--- src/rtl/aes_bist_pkg.sv ---
// Shared types and helpers for the AES known-answer self-test sequencer.
package aes_bist_pkg;

  localparam int AES_BLK_W     = 128;
  localparam int AES_KEY_MAX_W = 256;

  typedef enum logic [3:0] {
    IDLE,
    FETCH,
    LOAD,
    CRST,
    CSTART,
    WAIT,
    CHECK,
    NEXT,
    FINISH
  } bist_state_t;

  function automatic logic [1:0] key_w_to_mode(input int key_w);
    case (key_w)
      128:     return 2'd0;
      192:     return 2'd1;
      default: return 2'd2;
    endcase
  endfunction

  function automatic bit key_w_legal(input int key_w);
    return (key_w == 128) || (key_w == 192) || (key_w == 256);
  endfunction

endpackage

--- src/rtl/aes_bist_wdog.sv ---
// Phase watchdog: reloads on clear, counts down while enabled, flags expiry at zero.
module aes_bist_wdog #(
  parameter int TIMEOUT = 64
) (
  input  logic clk,
  input  logic reset_n,
  input  logic clear,
  input  logic en,
  output logic expire
);

  localparam int CW = $clog2(TIMEOUT);
  localparam logic [CW-1:0] LOAD_VAL = CW'(TIMEOUT - 1);

  logic [CW-1:0] count;

  always_ff @(posedge clk or negedge reset_n) begin
    if (!reset_n) begin
      count <= '0;
    end else if (clear) begin
      count <= LOAD_VAL;
    end else if (en && (count != '0)) begin
      count <= count - CW'(1);
    end
  end

  assign expire = en && (count == '0);

endmodule

--- src/rtl/aes_bist_ctrl.sv ---
// Known-answer BIST sequencer: walks a vector ROM, runs encipher then decipher on
// the AES core per entry and records pass/fail, error count and first failure.
module aes_bist_ctrl
  import aes_bist_pkg::*;
#(
  parameter int KEY_W        = 256,
  parameter int NUM_VEC      = 16,
  parameter int TIMEOUT      = 64,
  parameter int STOP_ON_FAIL = 0,
  localparam int AW = (NUM_VEC > 1) ? $clog2(NUM_VEC) : 1,
  localparam int EW = $clog2(NUM_VEC) + 2
) (
  input  logic                     clk,
  input  logic                     reset_n,
  input  logic                     run,
  output logic [AW-1:0]            vec_addr,
  input  logic [AES_BLK_W-1:0]     vec_pt,
  input  logic [AES_BLK_W-1:0]     vec_ct,
  input  logic [KEY_W-1:0]         vec_key,
  output logic                     core_reset,
  output logic                     core_start,
  output logic                     core_enc_dec,
  output logic [1:0]               core_mode,
  output logic [AES_KEY_MAX_W-1:0] core_key,
  output logic [AES_BLK_W-1:0]     core_data_in,
  input  logic [AES_BLK_W-1:0]     core_data_out,
  input  logic                     core_done,
  output logic                     busy,
  output logic                     done,
  output logic                     pass,
  output logic [EW-1:0]            err_count,
  output logic [AW-1:0]            fail_idx,
  output logic                     fail_phase,
  output logic                     timeout_flag
);

  if (!key_w_legal(KEY_W)) begin : g_key_w_check
    $error("aes_bist_ctrl: KEY_W must be 128, 192 or 256");
  end

  localparam bit STOP = (STOP_ON_FAIL != 0);

  bist_state_t          state;
  logic [AW-1:0]        idx;
  logic [AES_BLK_W-1:0] pt_r;
  logic [AES_BLK_W-1:0] ct_r;
  logic [AES_BLK_W-1:0] check_ref;
  logic                 mismatch;
  logic                 wdog_expire;
  logic                 log_err;

  assign core_mode = key_w_to_mode(KEY_W);

  // Encipher result is checked against ct, decipher result against pt.
  assign check_ref = core_enc_dec ? pt_r : ct_r;
  assign mismatch  = (core_data_out != check_ref);
  assign log_err   = ((state == CHECK) && mismatch) ||
                     ((state == WAIT) && !core_done && wdog_expire);

  aes_bist_wdog #(
    .TIMEOUT (TIMEOUT)
  ) u_wdog (
    .clk     (clk),
    .reset_n (reset_n),
    .clear   (state == CSTART),
    .en      (state == WAIT),
    .expire  (wdog_expire)
  );

  always_ff @(posedge clk or negedge reset_n) begin
    if (!reset_n) begin
      state        <= IDLE;
      idx          <= '0;
      pt_r         <= '0;
      ct_r         <= '0;
      vec_addr     <= '0;
      core_reset   <= 1'b1;
      core_start   <= 1'b0;
      core_enc_dec <= 1'b0;
      core_key     <= '0;
      core_data_in <= '0;
      busy         <= 1'b0;
      done         <= 1'b0;
      pass         <= 1'b0;
      err_count    <= '0;
      fail_idx     <= '0;
      fail_phase   <= 1'b0;
      timeout_flag <= 1'b0;
    end else begin
      core_reset <= 1'b0;
      core_start <= 1'b0;

      // Saturating error count; the first error pins down where it happened.
      if (log_err) begin
        if (!(&err_count)) err_count <= err_count + EW'(1);
        if (err_count == '0) begin
          fail_idx   <= idx;
          fail_phase <= core_enc_dec;
        end
      end

      case (state)
        IDLE: begin
          if (run) begin
            idx          <= '0;
            vec_addr     <= '0;
            err_count    <= '0;
            pass         <= 1'b0;
            done         <= 1'b0;
            timeout_flag <= 1'b0;
            fail_idx     <= '0;
            fail_phase   <= 1'b0;
            busy         <= 1'b1;
            state        <= FETCH;
          end
        end
        FETCH: begin
          vec_addr <= idx;
          state    <= LOAD;
        end
        LOAD: begin
          pt_r         <= vec_pt;
          ct_r         <= vec_ct;
          core_key     <= AES_KEY_MAX_W'(vec_key);
          core_data_in <= vec_pt;
          core_enc_dec <= 1'b0;
          core_reset   <= 1'b1;
          state        <= CRST;
        end
        CRST: begin
          core_start <= 1'b1;
          state      <= CSTART;
        end
        CSTART: begin
          state <= WAIT;
        end
        WAIT: begin
          if (core_done) begin
            state <= CHECK;
          end else if (wdog_expire) begin
            timeout_flag <= 1'b1;
            state        <= STOP ? FINISH : NEXT;
          end
        end
        CHECK: begin
          if (mismatch && STOP) begin
            state <= FINISH;
          end else if (!core_enc_dec) begin
            core_enc_dec <= 1'b1;
            core_data_in <= ct_r;
            core_reset   <= 1'b1;
            state        <= CRST;
          end else begin
            state <= NEXT;
          end
        end
        NEXT: begin
          if (idx == AW'(NUM_VEC - 1)) begin
            state <= FINISH;
          end else begin
            idx      <= idx + AW'(1);
            vec_addr <= idx + AW'(1);
            state    <= FETCH;
          end
        end
        FINISH: begin
          done  <= 1'b1;
          pass  <= (err_count == '0);
          busy  <= 1'b0;
          state <= IDLE;
        end
        default: state <= IDLE;
      endcase
    end
  end

endmodule

--- config.mk ---
export PLATFORM = sky130hd
export DESIGN_NAME = aes_bist_ctrl
export DESIGN_NICKNAME = d
export VERILOG_FILES = /design/src/rtl/aes_bist_pkg.sv /design/src/rtl/aes_bist_wdog.sv /design/src/rtl/aes_bist_ctrl.sv
export SDC_FILE = /design/constraint.sdc
export NUM_CORES = 2
export LEC_CHECK = 0
export BUFFER_PORTS_ARGS = -buffer_cell sky130_fd_sc_hd__buf_2
export CAP_MARGIN = 20
export CORE_AREA = 10 10 399 401
export DETAILED_ROUTE_END_ITERATION = 10
export DIE_AREA = 0 0 409 411
export PLACE_DENSITY = 0.44
export SYNTH_ARGS = -nofsm -noshare
export SYNTH_HDL_FRONTEND = slang
export SYNTH_SLANG_ARGS = --single-unit
--- constraint.sdc ---
create_clock -name clk -period 4.3 [get_ports clk]
set_input_delay 0.645 -clock clk [delete_from_list [all_inputs] [get_ports clk]]
set_output_delay 0.645 -clock clk [all_outputs]
set_load 0.01 [all_outputs]
# After elaboration in Yosys (flattened, before gate mapping)
# Index checks and enable logic that the tools add are counted.
[op_classes] n_mux=39 n_reduce_logical=24 n_eq_ne=16 n_addsub=3
[ops] cell="two-way mux 128 bit" n=2
[ops] cell="case mux 128 bit (2 select lines)" n=1
[ops] cell="inequality test 128 bit" n=1
[ops] cell="two-way mux 4 bit" n=10
[ops] cell="two-way mux 6 bit" n=6
[ops] cell="case mux 4 bit (8 select lines)" n=1
[ops] cell="== test 4 x 3 -> 1 bit, second input constant" n=4
[ops] cell="zero test 6 bit" n=2
[ops] cell="case mux 1 bit (2 select lines)" n=6
[ops] cell="case mux 4 bit (3 select lines)" n=1
[ops] cell="two-way mux 1 bit" n=10
[ops] cell="inequality test 2 bit, second input constant" n=5
[ops] cell="nonzero test 2 bit" n=5
[ops] cell="== test 4 x 2 -> 1 bit, second input constant" n=2
[ops] cell="== test 4 bit, second input constant" n=2
[ops] cell="case mux 4 bit (2 select lines)" n=1
[ops] cell="adder 6 x 1 -> 6 bit, second input constant" n=1
[ops] cell="AND reduction 2 bit" n=3
[ops] cell="AND reduction 3 bit" n=2
[ops] cell="AND reduction 6 bit" n=1
[ops] cell="nonzero test 6 bit" n=1
[ops] cell="subtractor 6 x 1 -> 6 bit, second input constant" n=1
[ops] cell="logical AND 1 bit" n=5
[ops] cell="adder 4 x 1 -> 4 bit, second input constant" n=1
[ops] cell="8 further kinds" n=8
[totals] in_bits=644 out_inout_bits=408 regBits=676 elab_cells=100

# Depth between registers and ports, before layout
[logic_depth] depth_word=7 depth_mapped=11 mapped_depth_nobuf=9

# By module
# Synthesis repeated with hierarchy kept, for this count alone.
[unflattened] hier_cells=2155 area_unflattened_um2=29283.1
[modules_own_cells] module="aes_bist_ctrl" n_inst=1 cells_each=2114 seq_area_each_um2=16767.3 area_each_um2=28878.9
[modules_own_cells] module="aes_bist_wdog" n_inst=1 cells_each=41 seq_area_each_um2=150.1 area_each_um2=404.1

# Worst setup path before layout
# OpenSTA, ideal clock, no wires.
[synth_timing] path_kind="reg-to-reg" startpoint="reg core_enc_dec" endpoint="reg err_count[3]" path_stages_with_launch=12 slack_ns=1.786 arrival_ns=2.391 n_path_buf=3 cell_sequence="dfrtp_1 clkbuf_1 buf_6 buf_2 mux2i_1 xnor2_1 nor4_1 nand4_1 nor4_2 a21boi_2 a2bb2oi_1 o221a_1"
[synth_between] elab_chain_len=7
[synth_rtl] element="start: declaration" line_no="aes_bist_ctrl.sv:22" text="output logic core_enc_dec,"
[synth_rtl] element="start signal: assignment" line_no="aes_bist_ctrl.sv:79" text="core_enc_dec <= 1'b0;"
[synth_rtl] element="start signal: assignment" line_no="aes_bist_ctrl.sv:126" text="core_enc_dec <= 1'b0;"
[synth_rtl] element="start signal: assignment" line_no="aes_bist_ctrl.sv:149" text="core_enc_dec <= 1'b1;"
[synth_rtl] element="two-way mux 128 bit (*)" line_no="aes_bist_ctrl.sv:55" text="assign check_ref = core_enc_dec ? pt_r : ct_r;"
[synth_rtl] element="inequality test 128 bit (*)" line_no="aes_bist_ctrl.sv:56" text="assign mismatch = (core_data_out != check_ref);"
[synth_rtl] element="logical AND 1 bit (*)" line_no="aes_bist_ctrl.sv:57" text="assign log_err = ((state == CHECK) && mismatch) ||"
[synth_rtl] element="logical OR 1 bit (*)" line_no="aes_bist_ctrl.sv:57"
[synth_rtl] element="two-way mux 6 bit (*)" line_no="aes_bist_ctrl.sv:94" text="if (log_err) begin"
[synth_rtl] element="two-way mux 6 bit" line_no="aes_bist_ctrl.sv:104" text="if (run) begin"
[synth_rtl] element="two-way mux 6 bit (*)" line_no="aes_bist_ctrl.sv:102" text="case (state)"
[synth_rtl] element="end signal: assignment" line_no="aes_bist_ctrl.sv:95" text="if (!(&err_count)) err_count <= err_count + EW'(1);"
[synth_rtl] element="end: declaration" line_no="aes_bist_ctrl.sv:31" text="output logic [EW-1:0] err_count,"
# Mark *: on every way between the ends. The rest lies on a longest branch, timed or not.
# A chain may end at the register's enable or synchronous reset.

# Final worst setup path
[layout_timing] startpoint="reg core_enc_dec" endpoint="reg fail_idx[2]"
[layout_between] elab_chain_len=7
[layout_rtl] element="two-way mux 128 bit (*)" line_no="aes_bist_ctrl.sv:55"
[layout_rtl] element="inequality test 128 bit (*)" line_no="aes_bist_ctrl.sv:56"
[layout_rtl] element="logical AND 1 bit (*)" line_no="aes_bist_ctrl.sv:57"
[layout_rtl] element="logical OR 1 bit (*)" line_no="aes_bist_ctrl.sv:57"
[layout_rtl] element="two-way mux 4 bit (*)" line_no="aes_bist_ctrl.sv:94"
[layout_rtl] element="two-way mux 4 bit" line_no="aes_bist_ctrl.sv:104"
[layout_rtl] element="two-way mux 4 bit (*)" line_no="aes_bist_ctrl.sv:102"
[layout_rtl] element="end signal: assignment" line_no="aes_bist_ctrl.sv:97" text="fail_idx <= idx;"
[layout_rtl] element="end: declaration" line_no="aes_bist_ctrl.sv:32" text="output logic [AW-1:0] fail_idx,"
# Marked as above.

==> flow_summary.json <==
{
  "finalSetupTns_ns": 0,
  "final_area_um2": 40200,
  "hold_ws_ns": 0.172,
  "ys_ff_latch": 676,
  "antenna_found_initial": 130,
  "cts_setup_buffers": 0,
  "yosys-top-cells-area": "dfrtp_1 (58%), mux2_2 (20%), mux2i_1 (8.9%)",
  "hpwl_um": 128000,
  "required_ns": 4.86,
  "antenna_left": 0,
  "dieArea_um2": 168000,
  "setup_violations": 0,
  "wire_per_inst_um": 29.4,
  "cts_tree": "built",
  "outcome": "finished, final reports clean",
  "syn_nets": 2791,
  "clk_latency_ns": 0.69,
  "synth_edf_count": 0,
  "seq_area_frac_synth_pct": 58.0,
  "rsz0062_at_grt": "false",
  "die_y_um": 411,
  "hp-class": "primary input to flop",
  "globalplace.congestion": 0.814,
  "root_buffer": "clkbuf_16",
  "grt_pass1_vias": 23422,
  "worstPathArrival_ns": 4.61,
  "peakVddDrop_v": 0.000418,
  "period_share_pct": 94.1,
  "syn_area_um2": 29200,
  "groute.usage.overall_pct": 17.9,
  "timing.fmax_mhz": 247,
  "power.leakage_uw": 0.0177,
  "cp_max_fo": 50,
  "overflow": 0,
  "slew_violations": 0,
  "core_area_um2": 151000,
  "die_x_um": 409,
  "drc_errors": 0,
  "crit_path_start_kind": "flop",
  "fin_ws_ns": 0.253,
  "area.growth.synth_to_final_pct": 37.8,
  "yosys.area.top_type": "dfrtp_1",
  "firstDrtPassIters": 4,
  "cts.path.max_buffers": 3,
  "portBuffers": 1049,
  "clock-sinks": 676,
  "worstMarginPinSlew_ns": 0.876,
  "period_minus_slack_ns": 4.05,
  "nets": 3856,
  "clock_skew_ns": 0.0407,
  "max_cap_viol_count": 0,
  "nFillCells": 16033,
  "grt_pass1_wl_um": 209000,
  "grt_start_max_net_pins": 97,
  "endpoint_kind": "flop",
  "yosys_warnings": 0,
  "vias": 22018,
  "max_slew_margin_pct": 41.0,
  "synth_top_area_share_pct": 57.9,
  "numCtsBuffers": 86,
  "regToRegSetupSlack_ns": 0.25,
  "postPlaceCellArea_um2": 37200,
  "p_per_area_nw_per_um2": 826,
  "async_reset_ff_share_pct": 100,
  "drive_above_1_share_pct": 53.9,
  "pre_cts_ws_ns": -0.193,
  "num_io_pins": 1052,
  "path_clk_slew_ns": 0.06,
  "wl_um": 156000,
  "netlist-cell-type-count": 52,
  "detail_route.iter0.violations": 948,
  "netlist_instances": 2143,
  "initial_core_util_pct": 19.3,
  "crit_type": "flop to flop",
  "htree_levels": 3,
  "finalHoldViolations": 0,
  "ys.flop_type": "dfrtp_1",
  "synth.avg_cell_area_um2": 13.6,
  "num_rows": 143,
  "viasPerCell": 4.14
}
Yosys cell counts, drive strengths merged (2+ instances only):
library cell	n
a22o	2
mux2	512
nand2b	4
a21oi	138
xor2	2
inv	11
nor3	9
nand3	11
nand2	19
and3	2
nor2	141
o21ai	14
dfrtp	675
a21o	3
nor4	37
clkbuf	98
nand4	15
o31ai	4
xnor2	129
ha	4
a211oi	2
conb	2
buf	25
o21a	2
a221o	2
mux2i	259
and2	4
nor2b	2
path summary, 6_finish.rpt:
path,start,end,depth (start not counted)
min in group asynchronous,reset_n,ct_r[2]$_DFFE_PN0P_,2
max in group asynchronous,reset_n,core_key[6]$_DFFE_PN0P_,3
worst min register to register,core_key[202]$_DFFE_PN0P_,core_key[202]$_DFFE_PN0P_,1
worst min-delay path,vec_ct[21],ct_r[21]$_DFFE_PN0P_,2
worst max register to register,core_enc_dec$_DFFE_PN0P_,fail_idx[2]$_DFF_PN0_,10
worst max-delay path,core_enc_dec$_DFFE_PN0P_,fail_idx[2]$_DFF_PN0_,10
registers in the layout (all words and copies together), names as in the netlist, 6 cells and up:
register / flops
core_key: 256
core_data_in: 128
ct_r: 128
pt_r: 128
err_count: 6
u_wdog.count: 6
cell type report:
type	instances	area, um2	area share (%)
Sequential cell	676	16900	42.1
Multi-Input combinational cell	1333	11800	29.2
Timing Repair Buffer	1100	5940	14.8
Tap cell	2030	2540	6.32
Clock buffer	124	2510	6.24
Clock inverter	33	453	1.13
Inverter	11	41.3	0.103
Antenna cell	15	37.5	0.0934
per-layer routing:
metal,vias up,GRT usage (%),wire length [um]
met5,-,0,543
met2,935,31.6,78200
met4,86,4.07,3650
met1,10916,19.7,58800
li1,9769,-,-
met3,312,7.94,15100
stage by stage:
stage          utilization [%]  instances  total power (uW)
2_1_floorplan                -       2143             19300
3_3_place_gp              24.6       5146             26000
3_5_place_dp              24.6       5149             26100
4_1_cts                   26.6       5307             34000
5_1_grt                   26.6       5313             35400
6_report                  26.6       5322             33200
cell usage in the layout, fill, tap and decap left out, types with 3 or more instances in the layout:
master	n
dfrtp_1	674
clkbuf_16	87
a21o_1	3
nor4_1	32
nand4_1	15
a21oi_1	138
nand3_1	11
nor2_1	140
buf_4	25
nand2b_1	4
buf_12	23
clkinv_2	19
ha_1	4
and2_1	3
o21ai_0	9
xnor2_1	128
nand2_1	19
mux2_2	512
o31ai_1	4
bufinv_16	7
clkinv_16	3
clkbuf_1	18
o21ai_1	4
inv_1	11
nor3_1	7
buf_2	1049
nor4_2	4
diode_2	15
mux2i_1	259
clkbuf_8	19
worst max-delay path: stages, from the launching register on:
cell,delay (ns)
dfrtp_4,0.67
buf_12,0.36
mux2i_1,0.26
xnor2_1,0.17
nor4_1,0.76
nand4_1,0.30
nor4_4,0.54
buf_4,0.21
a21bo_2,0.19
and2_1,0.23
o31ai_1,0.09
power by group:
part           switching, uW  internal [uW]  leakage (uW)
Combinational           7200           6290       0.00829
Sequential              2510           9570       0.00790
Clock                   3140           4500       0.00147
repair_timing:
action	CTS	global route
setup endpoints to repair	11	0
resized for setup	2	0
hold buffers	1	0
hold endpoints to repair	23	0
cell families (layout without fill, tap and decap cells):
logic type               after synthesis  after routing  synth area share (%)
multiplexers                         771            771                  28.7
flip-flops                           676            676                  58.0
AND/OR/NAND/NOR                      246            246                  3.89
AO/OA/AOI/OAI                        179            179                  3.42
buffers and inverters                134           1268                  1.90
XOR/XNOR                             131            131                  3.93
adder cells (fa/ha/maj)                4              4                 0.172
other                                  2             17                0.0257
(Power assumes the default switching activity.)
